## src/rtl/addsub_pkg.sv

```systemverilog
// Shared types and constants for the add/sub accumulator slice.
// Holds the FSM state enum, the op encoding and the select-width helper.
package addsub_pkg;

  typedef enum logic [1:0] {
    ST_IDLE = 2'd0,
    ST_RUN  = 2'd1,
    ST_DONE = 2'd2
  } state_t;

  localparam logic OP_ADD = 1'b0;
  localparam logic OP_SUB = 1'b1;

  // Channel-select width: at least one bit even for a single channel.
  function automatic int sel_width(input int num_ops);
    return (num_ops > 1) ? $clog2(num_ops) : 1;
  endfunction

endpackage

```

## src/rtl/addsub_alu.sv

```systemverilog
// Combinational signed add/sub with overflow detection at WIDTH+1 bits.
// Define ADDSUB_ACCUM_SATURATE_EN to clamp on overflow instead of wrapping.
module addsub_alu
  import addsub_pkg::*;
#(
  parameter int WIDTH = 8
) (
  input  logic signed [WIDTH-1:0] a,
  input  logic signed [WIDTH-1:0] b,
  input  logic                    sub,
  output logic signed [WIDTH-1:0] y,
  output logic                    ovf
);

  logic signed [WIDTH:0] a_x;
  logic signed [WIDTH:0] b_x;
  logic signed [WIDTH:0] sum_x;

  assign a_x   = (WIDTH+1)'(a);
  assign b_x   = (WIDTH+1)'(b);
  assign sum_x = (sub == OP_SUB) ? (a_x - b_x) : (a_x + b_x);

  // The extended sum cannot itself overflow; disagreement of its top two bits
  // means the true result lies outside the WIDTH-bit signed range.
  assign ovf = sum_x[WIDTH] ^ sum_x[WIDTH-1];

`ifdef ADDSUB_ACCUM_SATURATE_EN
  function automatic logic signed [WIDTH-1:0] sat_clamp(input logic signed [WIDTH:0] s);
    if (s[WIDTH])
      return {1'b1, {(WIDTH-1){1'b0}}};
    else
      return {1'b0, {(WIDTH-1){1'b1}}};
  endfunction

  assign y = ovf ? sat_clamp(sum_x) : sum_x[WIDTH-1:0];
`else
  assign y = sum_x[WIDTH-1:0];
`endif

endmodule

```

## src/rtl/addsub_accum.sv

```systemverilog
// Sequenced signed accumulator: start loads init_val, each accepted command adds or
// subtracts a selected operand channel, cmd_last hands the result out. Saturation via ADDSUB_ACCUM_SATURATE_EN.
module addsub_accum
  import addsub_pkg::*;
#(
  parameter int WIDTH   = 8,
  parameter int NUM_OPS = 3,
  parameter int CNT_W   = 4
) (
  input  logic                            clock,
  input  logic                            reset,
  input  logic                            start,
  input  logic [WIDTH-1:0]                init_val,
  input  logic [NUM_OPS*WIDTH-1:0]        opnd,
  input  logic                            cmd_valid,
  output logic                            cmd_ready,
  input  logic [sel_width(NUM_OPS)-1:0]   cmd_sel,
  input  logic                            cmd_sub,
  input  logic                            cmd_last,
  output logic                            res_valid,
  input  logic                            res_ready,
  output logic [WIDTH-1:0]                result,
  output logic                            ovf,
  output logic [CNT_W-1:0]                step_cnt,
  output logic                            busy
);

  localparam int SEL_W = sel_width(NUM_OPS);

  state_t                   state;
  logic signed [WIDTH-1:0]  acc_p1;
  logic                     ovf_p1;
  logic [CNT_W-1:0]         step_p1;
  logic                     res_valid_q;
  logic                     busy_q;

  logic                     vld_p0;
  logic signed [WIDTH-1:0]  operand_p0;
  logic signed [WIDTH-1:0]  sum_p0;
  logic                     ovf_p0;

  // Stage 0: operand select and add/sub of the command being accepted
  assign cmd_ready = (state == ST_RUN);
  assign vld_p0    = cmd_valid & cmd_ready;

  // Out-of-range selects fall through to a zero operand.
  always_comb begin
    operand_p0 = '0;
    for (int k = 0; k < NUM_OPS; k++) begin
      if (cmd_sel == SEL_W'(k))
        operand_p0 = opnd[k*WIDTH +: WIDTH];
    end
  end

  addsub_alu #(
    .WIDTH (WIDTH)
  ) u_alu (
    .a   (acc_p1),
    .b   (operand_p0),
    .sub (cmd_sub),
    .y   (sum_p0),
    .ovf (ovf_p0)
  );

  // Stage 1: accumulator, sticky flag, step counter and sequencing FSM
  always_ff @(posedge clock) begin
    if (reset) begin
      state       <= ST_IDLE;
      acc_p1      <= '0;
      ovf_p1      <= 1'b0;
      step_p1     <= '0;
      res_valid_q <= 1'b0;
      busy_q      <= 1'b0;
    end else begin
      case (state)
        ST_IDLE: begin
          if (start) begin
            acc_p1  <= init_val;
            ovf_p1  <= 1'b0;
            step_p1 <= '0;
            busy_q  <= 1'b1;
            state   <= ST_RUN;
          end
        end
        ST_RUN: begin
          if (vld_p0) begin
            acc_p1 <= sum_p0;
            ovf_p1 <= ovf_p1 | ovf_p0;
            if (step_p1 != {CNT_W{1'b1}})
              step_p1 <= step_p1 + 1'b1;
            if (cmd_last) begin
              res_valid_q <= 1'b1;
              state       <= ST_DONE;
            end
          end
        end
        ST_DONE: begin
          if (res_ready) begin
            res_valid_q <= 1'b0;
            busy_q      <= 1'b0;
            state       <= ST_IDLE;
          end
        end
        default: begin
          res_valid_q <= 1'b0;
          busy_q      <= 1'b0;
          state       <= ST_IDLE;
        end
      endcase
    end
  end

  assign result    = acc_p1;
  assign ovf       = ovf_p1;
  assign step_cnt  = step_p1;
  assign res_valid = res_valid_q;
  assign busy      = busy_q;

endmodule

```

## config.mk

```make
export PLATFORM = sky130hd
export DESIGN_NAME = addsub_accum
export DESIGN_NICKNAME = d
export VERILOG_FILES = /design/src/rtl/addsub_pkg.sv /design/src/rtl/addsub_alu.sv /design/src/rtl/addsub_accum.sv
export SDC_FILE = /design/constraint.sdc
export NUM_CORES = 1
export LEC_CHECK = 0
export ABC_AREA = 0
export ABC_CLOCK_PERIOD_IN_PS = 4550
export BUFFER_PORTS_ARGS = -buffer_cell sky130_fd_sc_hd__buf_2
export CAP_MARGIN = 20
export CORE_MARGIN = 5
export CORE_UTILIZATION = 30
export DETAILED_ROUTE_END_ITERATION = 16
export GPL_TIMING_DRIVEN = 0
export PLACE_DENSITY = 0.63
export REMOVE_ABC_BUFFERS = 1
export SETUP_SLACK_MARGIN = 0.02
export SLEW_MARGIN = 0
export SYNTH_ARGS = -nofsm -noshare
export SYNTH_HDL_FRONTEND = slang
export SYNTH_SLANG_ARGS = --single-unit
export TNS_END_PERCENT = 30
```

## constraint.sdc

```tcl
create_clock -name clock -period 4.55 [get_ports clock]
set_input_delay 0 -clock clock [delete_from_list [all_inputs] [get_ports clock]]
set_output_delay 0 -clock clock [all_outputs]
set_load 0.1 [all_outputs]
```

==> Implementation_results.wiki, run 1 <==
{| class="wikitable"
! Metric !! Value
|-
| Run status || finished clean
|-
| Peak ir drop on the vdd network || between 0.15 and 0.2 mV
|-
| Number of flops mapped to enable cells by yosys || 0
|-
| Endpoint type of the worst setup path || flop
|-
| Antenna fix cells || 0
|-
| Buffer depth of the longest clock path || 2
|-
| Worst-margin pin slew || between 600 and 700 ps
|-
| Most Frequent Cell on Critical Path || sky130_fd_sc_hd__a211o_1
|-
| Normalized max-slew margin || 59.1%
|-
| Post-synthesis register bit count || 17
|-
| Number of DRC violations after detailed-routing iteration 0 || 28
|-
| Total iterations of the first detailed-routing run || 4
|-
| Core Rows || 25
|-
| Worst path bufs/invs || 2
|-
| Gate count of the mapped netlist || between 150 and 200
|-
| Highest-count cells in the layout ignoring fill and taps || 56 x sky130_fd_sc_hd__buf_2, 19 x sky130_fd_sc_hd__nor2_1, 17 x sky130_fd_sc_hd__dfxtp_1
|-
| GRT Util Overall || between 10% and 20%
|-
| CTS clk-pin slew, worst paths || 60 ps
|-
| Fraction of registers with async set or reset after synthesis || 0%
|-
| Commonest non-fill, non-tap cell in the layout || sky130_fd_sc_hd__buf_2
|-
| Synthesized cell area || ~1500 um^2
|-
| Post-CTS Hold Buffers || 0
|-
| Post-DRT Antenna Nets || 0
|-
| Slowest stage cell, crit path || sky130_fd_sc_hd__fa_1
|-
| Static power due to leakage || about 0.85 nW
|-
| Post-route core utilization || around two fifths
|-
| Critical Setup Path Class || in2reg
|-
| Residual DRC || 0
|-
| Worst setup slack after layout || around 1200 ps
|-
| Core box area || around 4700 um^2
|-
| RSZ-0062 raised after global routing || false
|-
| Num CTS Buffers || 3
|-
| Wire length of the first global-routing pass || roughly 6000 um
|-
| Postcts setup bufs || 0
|-
| Count of vias placed by the detailed router || between 1000 and 1500
|-
| Placer congestion estimate || approximately 0.74
|-
| Most used flip-flop cell after synthesis || sky130_fd_sc_hd__dfxtp_1
|-
| Ratio of final minimum period to clock period || about three quarters
|-
| Distinct cells, synth || 47
|-
| Wire length reported by the detailed router || 3670 um
|-
| Worst-Skew Late Latency || 240 ps
|-
| Number of pins exceeding their max-slew limit in the final report || 0
|-
| Crit path max fanout || 9
|-
| Syn Area/Cell || ~8.0 um^2
|-
| HPWL Detailed || 3060 um
|-
| Total Neg Setup Slack || 0 ps
|-
| Startpoint Class || input port
|-
| Post-layout net count || 287
|-
| Root Driver || sky130_fd_sc_hd__clkbuf_8
|-
| Number of top-level pins || 57
|-
| Post-route clock skew || slightly below 0.5 ps
|-
| Maximum number of pins on one net before global-route repair || 15
|-
| Total global routing overflow || 0
|-
| Maximum clock frequency || about 0.3 GHz
|-
| Cell area power density || 338 nW/um^2
|-
| CTS tree || yes
|-
| Final-report setup violation count || 0
|-
| Die extent in y || 79.9 um
|-
| Biggest cell delay along the critical path || ~470 ps
|-
| Final-report hold violation count || 0
|-
| Proportion of synthesized chip area in sequential cells || 23.2%
|-
| Area growth from synthesis to layout || 24.0%
|-
| Layout cells sized above 1 || 28.2%
|-
| Worst slack at placement || around 900 ps
|-
| DR vias/cell || slightly below 5
|-
| Critical Path, Cell by Cell || buf_2 > nor2b_1 > nand2_1 > o21ai_0 > inv_1 > ha_1 > o21ai_0 > fa_1 > a21o_1 > a211o_1 > a2111o_1 > a211o_1 > o21bai_1 > a211o_1 > o211ai_1
|-
| Warnings from Yosys || 0
|-
| Post-CTS resize count || 0
|-
| Worst path arrival time || 3490 ps
|-
| Post-DR wirelength/cell || 12.2 um
|-
| Required time reported for the critical path endpoint || 4720 ps
|-
| Area of the die || about 6400 um^2
|-
| Die width || roughly 80 um
|-
| Number of H-tree branching levels || 1
|-
| Number of global-route vias before repair || about 1400
|-
| Initial antenna violation count || 0
|-
| PortBufs || 56
|-
| Kind of cell with the highest combined delay on the critical path || compound AO/OA/AOI/OAI gates
|-
| Time the final worst path needs with I/O delays and setup || 3320 ps
|-
| Clock sinks || 17
|-
| Post-layout power || 616 uW
|-
| MaxCap Viol Count || 0
|-
| Class of the tightest hold or removal check || in2reg
|-
| Effective utilization at floorplan || 31.1%
|}
per-stage QoR:
stage	cell area, um^2	cells	hold WS [ps]
2_1_floorplan	1410	174	69.1
3_3_place_gp	1780	297	284
3_5_place_dp	1780	297	277
4_1_cts	1820	301	12.9
5_1_grt	1820	301	18.0
6_report	1820	301	20.7
power breakdown:
part           internal [mW]  switching [mW]
Combinational          0.113           0.217
Sequential             0.163          0.0146
Clock                 0.0619          0.0470
Total                  0.338           0.278
layer usage:
| metal | part of all wire (%) | wire (um) | GRT usage (%) | up-vias |
|---|---|---|---|---|
| met5 | 0 | 0 | 0 | - |
| met4 | 0.55 | 20 | 3.04 | 0 |
| met3 | 9.5 | 350 | 2.93 | 2 |
| met2 | 44 | 1620 | 20.0 | 40 |
| met1 | 46 | 1680 | 14.0 | 631 |
| li1 | - | - | - | 772 |
sequential cells by signal (all words and copies together) (netlist names):
name       flops
state          2
res_valid      1
busy           1
step_cnt       4
ovf            1
result         8
worst min-delay path, cell delays in order:
cell and delay (ps):
sky130_fd_sc_hd__buf_2 100, sky130_fd_sc_hd__nand2_1 50, sky130_fd_sc_hd__a311oi_1 70
logic make-up (layout without fill, tap and decap cells):
| kind of cell | count (synthesis) | in the layout | share of synthesized area (%) |
|---|---|---|---|
| AO/OA/AOI/OAI | 57 | 57 | 27.5 |
| XOR/XNOR | 14 | 14 | 8.35 |
| adder cells (fa/ha/maj) | 11 | 11 | 9.89 |
| buffers and inverters | 16 | 67 | 5.63 |
| flip-flops | 17 | 17 | 23.2 |
| multiplexers | 9 | 9 | 6.14 |
| AND/OR/NAND/NOR | 59 | 59 | 19.3 |
cell type report:
type,count,area [um^2]
inverters,7,26.3
clock buffers,4,45.0
flip-flops and latches,17,340
well taps,67,83.8
repair buffers,56,280
fillers,505,2900
multi-input cells,150,1040
synthesized netlist by cell type, types with 4 or more instances:
library cell / instances / area (um^2)
sky130_fd_sc_hd__xnor2_1: 10 / 87.6
sky130_fd_sc_hd__mux2i_1: 9 / 90.1
sky130_fd_sc_hd__clkbuf_1: 5 / 18.8
sky130_fd_sc_hd__inv_1: 7 / 26.3
sky130_fd_sc_hd__dfxtp_1: 17 / 340
sky130_fd_sc_hd__o21ai_0: 6 / 30.0
sky130_fd_sc_hd__o221ai_1: 4 / 35.0
sky130_fd_sc_hd__ha_1: 10 / 125
sky130_fd_sc_hd__a21oi_1: 16 / 80.1
sky130_fd_sc_hd__nor2_1: 19 / 71.3
sky130_fd_sc_hd__nand3_1: 4 / 20.0
sky130_fd_sc_hd__o2bb2ai_1: 4 / 35.0
sky130_fd_sc_hd__nand2_1: 16 / 60.1
sky130_fd_sc_hd__xor2_1: 4 / 35.0
path summary, 6_finish.rpt:
path               endpoint  cells after the start  slack [ps]        start
setup / recovery        ovf                     15        1230   cmd_sel[0]
hold / removal    result[1]                      3          20  init_val[1]
setup reg to reg        ovf                     11        1770    result[0]
hold reg to reg   result[2]                      2         480    result[2]
Power figures use the tool's default switching activity.
==> run 2, diff against run 1 <==
--- a/config.mk
+++ b/config.mk
@@ -6,7 +6,7 @@
 export NUM_CORES = 1
 export LEC_CHECK = 0
 export ABC_AREA = 0
-export ABC_CLOCK_PERIOD_IN_PS = 4550
+export ABC_CLOCK_PERIOD_IN_PS = 3100
 export BUFFER_PORTS_ARGS = -buffer_cell sky130_fd_sc_hd__buf_2
 export CAP_MARGIN = 20
 export CORE_MARGIN = 5
==> constraint.sdc (replaced) <==
create_clock -name clock -period 3.1 [get_ports clock]
set_input_delay 0 -clock clock [delete_from_list [all_inputs] [get_ports clock]]
set_output_delay 0 -clock clock [all_outputs]
set_load 0.1 [all_outputs]
==> run 2 against run 1 <==
  * Die area unchanged
  * Non-clock buffer count up 5
  * Final cell count up 1.7%
  * Global-route usage up 0.37 points
  * Largest power group unchanged
  * Worst setup slack worse by 1000 ps
  * Clock-buffer cell count unchanged
  * Critical path type unchanged
  * First-iteration DRC count unchanged
  * Clock power up 46%
  * Power up 51%
  * Critical path depth down 1
==> Implementation_results.wiki, run 2 (synthesis results as in run 1) <==
{| class="wikitable"
! Metric !! Value
|-
| Run status || finished clean
|-
| Total iterations of the first detailed-routing run || 4 (unchanged)
|-
| Cell area power density || 488 nW/um^2 (+44%)
|-
| RSZ-0062 raised after global routing || false
|-
| HPWL Detailed || 3060 um (unchanged)
|-
| Number of top-level pins || 57 (unchanged)
|-
| DR vias/cell || 4.87 (+1.4%)
|-
| Normalized max-slew margin || 59.4% (+0.26 points)
|-
| Maximum number of pins on one net before global-route repair || 15 (unchanged)
|-
| Post-route core utilization || 40.3% (+1.8 points)
|-
| Post-layout power || 930 uW (+51%)
|-
| Number of H-tree branching levels || 1 (unchanged)
|-
| Antenna fix cells || 0 (unchanged)
|-
| Root Driver || sky130_fd_sc_hd__clkbuf_8
|-
| Number of DRC violations after detailed-routing iteration 0 || 28 (unchanged)
|-
| Critical Setup Path Class || in2reg
|-
| Length in cells of the worst reg-to-reg path || 11 (unchanged)
|-
| Number of stages on the worst hold path || 3 (unchanged)
|-
| Wire length of the first global-routing pass || 6340 um (+3.2%)
|-
| Number of pins exceeding their max-slew limit in the final report || 0 (unchanged)
|-
| Die width || 79.9 um (unchanged)
|-
| Count of vias placed by the detailed router || 1489 (+3.0%)
|-
| Placer congestion estimate || 0.743 (unchanged)
|-
| Total global routing overflow || 0 (unchanged)
|-
| Startpoint Class || input port
|-
| Worst-Skew Late Latency || 240 ps (about the same)
|-
| Ratio of final minimum period to clock period || between 90% and 100%
|-
| Crit path launch || cmd_sel[1]
|-
| Total Neg Setup Slack || 0 ps (unchanged)
|-
| Buffer depth of the longest clock path || 2 (unchanged)
|-
| Residual DRC || 0 (unchanged)
|-
| Area growth from synthesis to layout || 29.8%
|-
| Core Rows || 25 (unchanged)
|-
| Launch point of the worst hold path || init_val[1]
|-
| Maximum clock frequency || 0.344 GHz
|-
| Core box area || 4720 um^2 (unchanged)
|-
| CTS clk-pin slew, worst paths || 60 ps (about the same)
|-
| Initial antenna violation count || 0 (unchanged)
|-
| Effective utilization at floorplan || 31.1% (unchanged)
|-
| Required time reported for the critical path endpoint || 3270 ps (-1450 ps)
|-
| Endpoint type of the worst setup path || flop
|-
| CTS tree || yes
|-
| Flip-flop count of the largest register, all copies and words added || 8 (unchanged)
|-
| Peak ir drop on the vdd network || 0.226 mV (+47%)
|-
| Critical R2R Launch || result[0]
|-
| Clock sinks || 17 (unchanged)
|-
| Die extent in y || 79.9 um (unchanged)
|-
| Number of global-route vias before repair || 1459 (+3.0%)
|-
| Worst R2R End || ovf
|-
| MaxCap Viol Count || 0 (unchanged)
|-
| Crit path max fanout || 9 (unchanged)
|-
| Time the final worst path needs with I/O delays and setup || 2910 ps
|-
| Final-report hold violation count || 0 (unchanged)
|-
| Worst hold margin || 37.4 ps (+16.7 ps)
|-
| Highest-count cells in the layout ignoring fill and taps || 54 x sky130_fd_sc_hd__buf_2, 19 x sky130_fd_sc_hd__nor2_1, 17 x sky130_fd_sc_hd__dfxtp_1
|-
| Static power due to leakage || 0.886 nW (+4.4%)
|-
| Final-report setup violation count || 0 (unchanged)
|-
| Class of the tightest hold or removal check || in2reg
|-
| Post-DR wirelength/cell || 12.6 um (+3.1%)
|-
| Post-route clock skew || 0.722 ps (+0.234 ps)
|-
| Min-Delay Endpoint || result[1]
|-
| Flop2flop setup slack || 370 ps (-1400 ps)
|-
| Commonest non-fill, non-tap cell in the layout || sky130_fd_sc_hd__buf_2
|-
| Worst-margin pin slew || 609 ps (-3.92 ps)
|-
| Wire length reported by the detailed router || 3840 um (+4.8%)
|-
| Post-DRT Antenna Nets || 0 (unchanged)
|-
| Worst path arrival time || 3080 ps (-410 ps)
|-
| Layout cells sized above 1 || 32.6% (+4.4 points)
|-
| GRT Util Overall || 11.9% (+0.37 points)
|-
| PortBufs || 56 (unchanged)
|-
| Post-CTS Hold Buffers || 0 (unchanged)
|-
| Num CTS Buffers || 3 (unchanged)
|-
| Post-layout net count || 292 (+1.7%)
|-
| Area of the die || 6390 um^2 (unchanged)
|}
run 2: cell types whose count changed in the layout (fill, tap and decap cells not counted), sizes merged:
cell	before	now
buf	56	60
clkbuf	4	5
run 2: what timing repair did:
item,4_1_cts,5_1_grt
endpoints found under the setup margin,1,1
pin swaps,0,5
resized for setup,5,8
buffers inserted,2,3
run 2: how the worst max path moves through the flow:
stage / end / slack, ps
final: ovf / 190
after global routing: ovf / 20
after CTS: ovf / 50
after detailed placement: ovf / -560
after global placement: ovf / -500
after floorplan: ovf / 0.7
run 2: where the power goes:
part | switching [mW] | internal [mW] | leakage (nW)
clock network | 0.0682 | 0.0909 | 0.0228
registers | 0.0217 | 0.239 | 0.140
logic | 0.327 | 0.183 | 0.724
total | 0.416 | 0.513 | 0.886
run 2: cell type report:
cell class                      count  area, um^2
Inverter                            7        26.3
Timing Repair Buffer               61         323
Multi-Input combinational cell    150        1090
Sequential cell                    17         340
Clock buffer                        4        45.0
Fill cell                         498        2820
Tap cell                           67        83.8
run 2: routing by layer:
| metal | routed length, um | global-route usage [%] |
|---|---|---|
| met5 | 0 | 0 |
| met4 | 20 | 3.04 |
| met3 | 335 | 2.93 |
| met2 | 1770 | 21.2 |
| met1 | 1720 | 14.1 |
run 2: through the flow:
stage / worst slack [ps] / std cells / instance area (um^2)
after floorplan: 0.744 / 174 / 1410
after global placement: -502 / 297 / 1780
after detailed placement: -558 / 297 / 1780
after CTS: 54.2 / 303 / 1850
after global routing: 23.9 / 306 / 1900
final: 191 / 306 / 1900
run 2: critical path: stages:
cell and delay (ps):
sky130_fd_sc_hd__clkbuf_4 160, sky130_fd_sc_hd__nor2b_4 140, sky130_fd_sc_hd__buf_4 150, sky130_fd_sc_hd__buf_4 150, sky130_fd_sc_hd__o2bb2ai_1 200, sky130_fd_sc_hd__o41ai_2 410
sky130_fd_sc_hd__xnor2_1 170, sky130_fd_sc_hd__ha_1 270, sky130_fd_sc_hd__or2_1 230, sky130_fd_sc_hd__o31a_2 130, sky130_fd_sc_hd__and3_1 230, sky130_fd_sc_hd__or3_2 480
sky130_fd_sc_hd__a211o_1 270, sky130_fd_sc_hd__o211ai_1 90
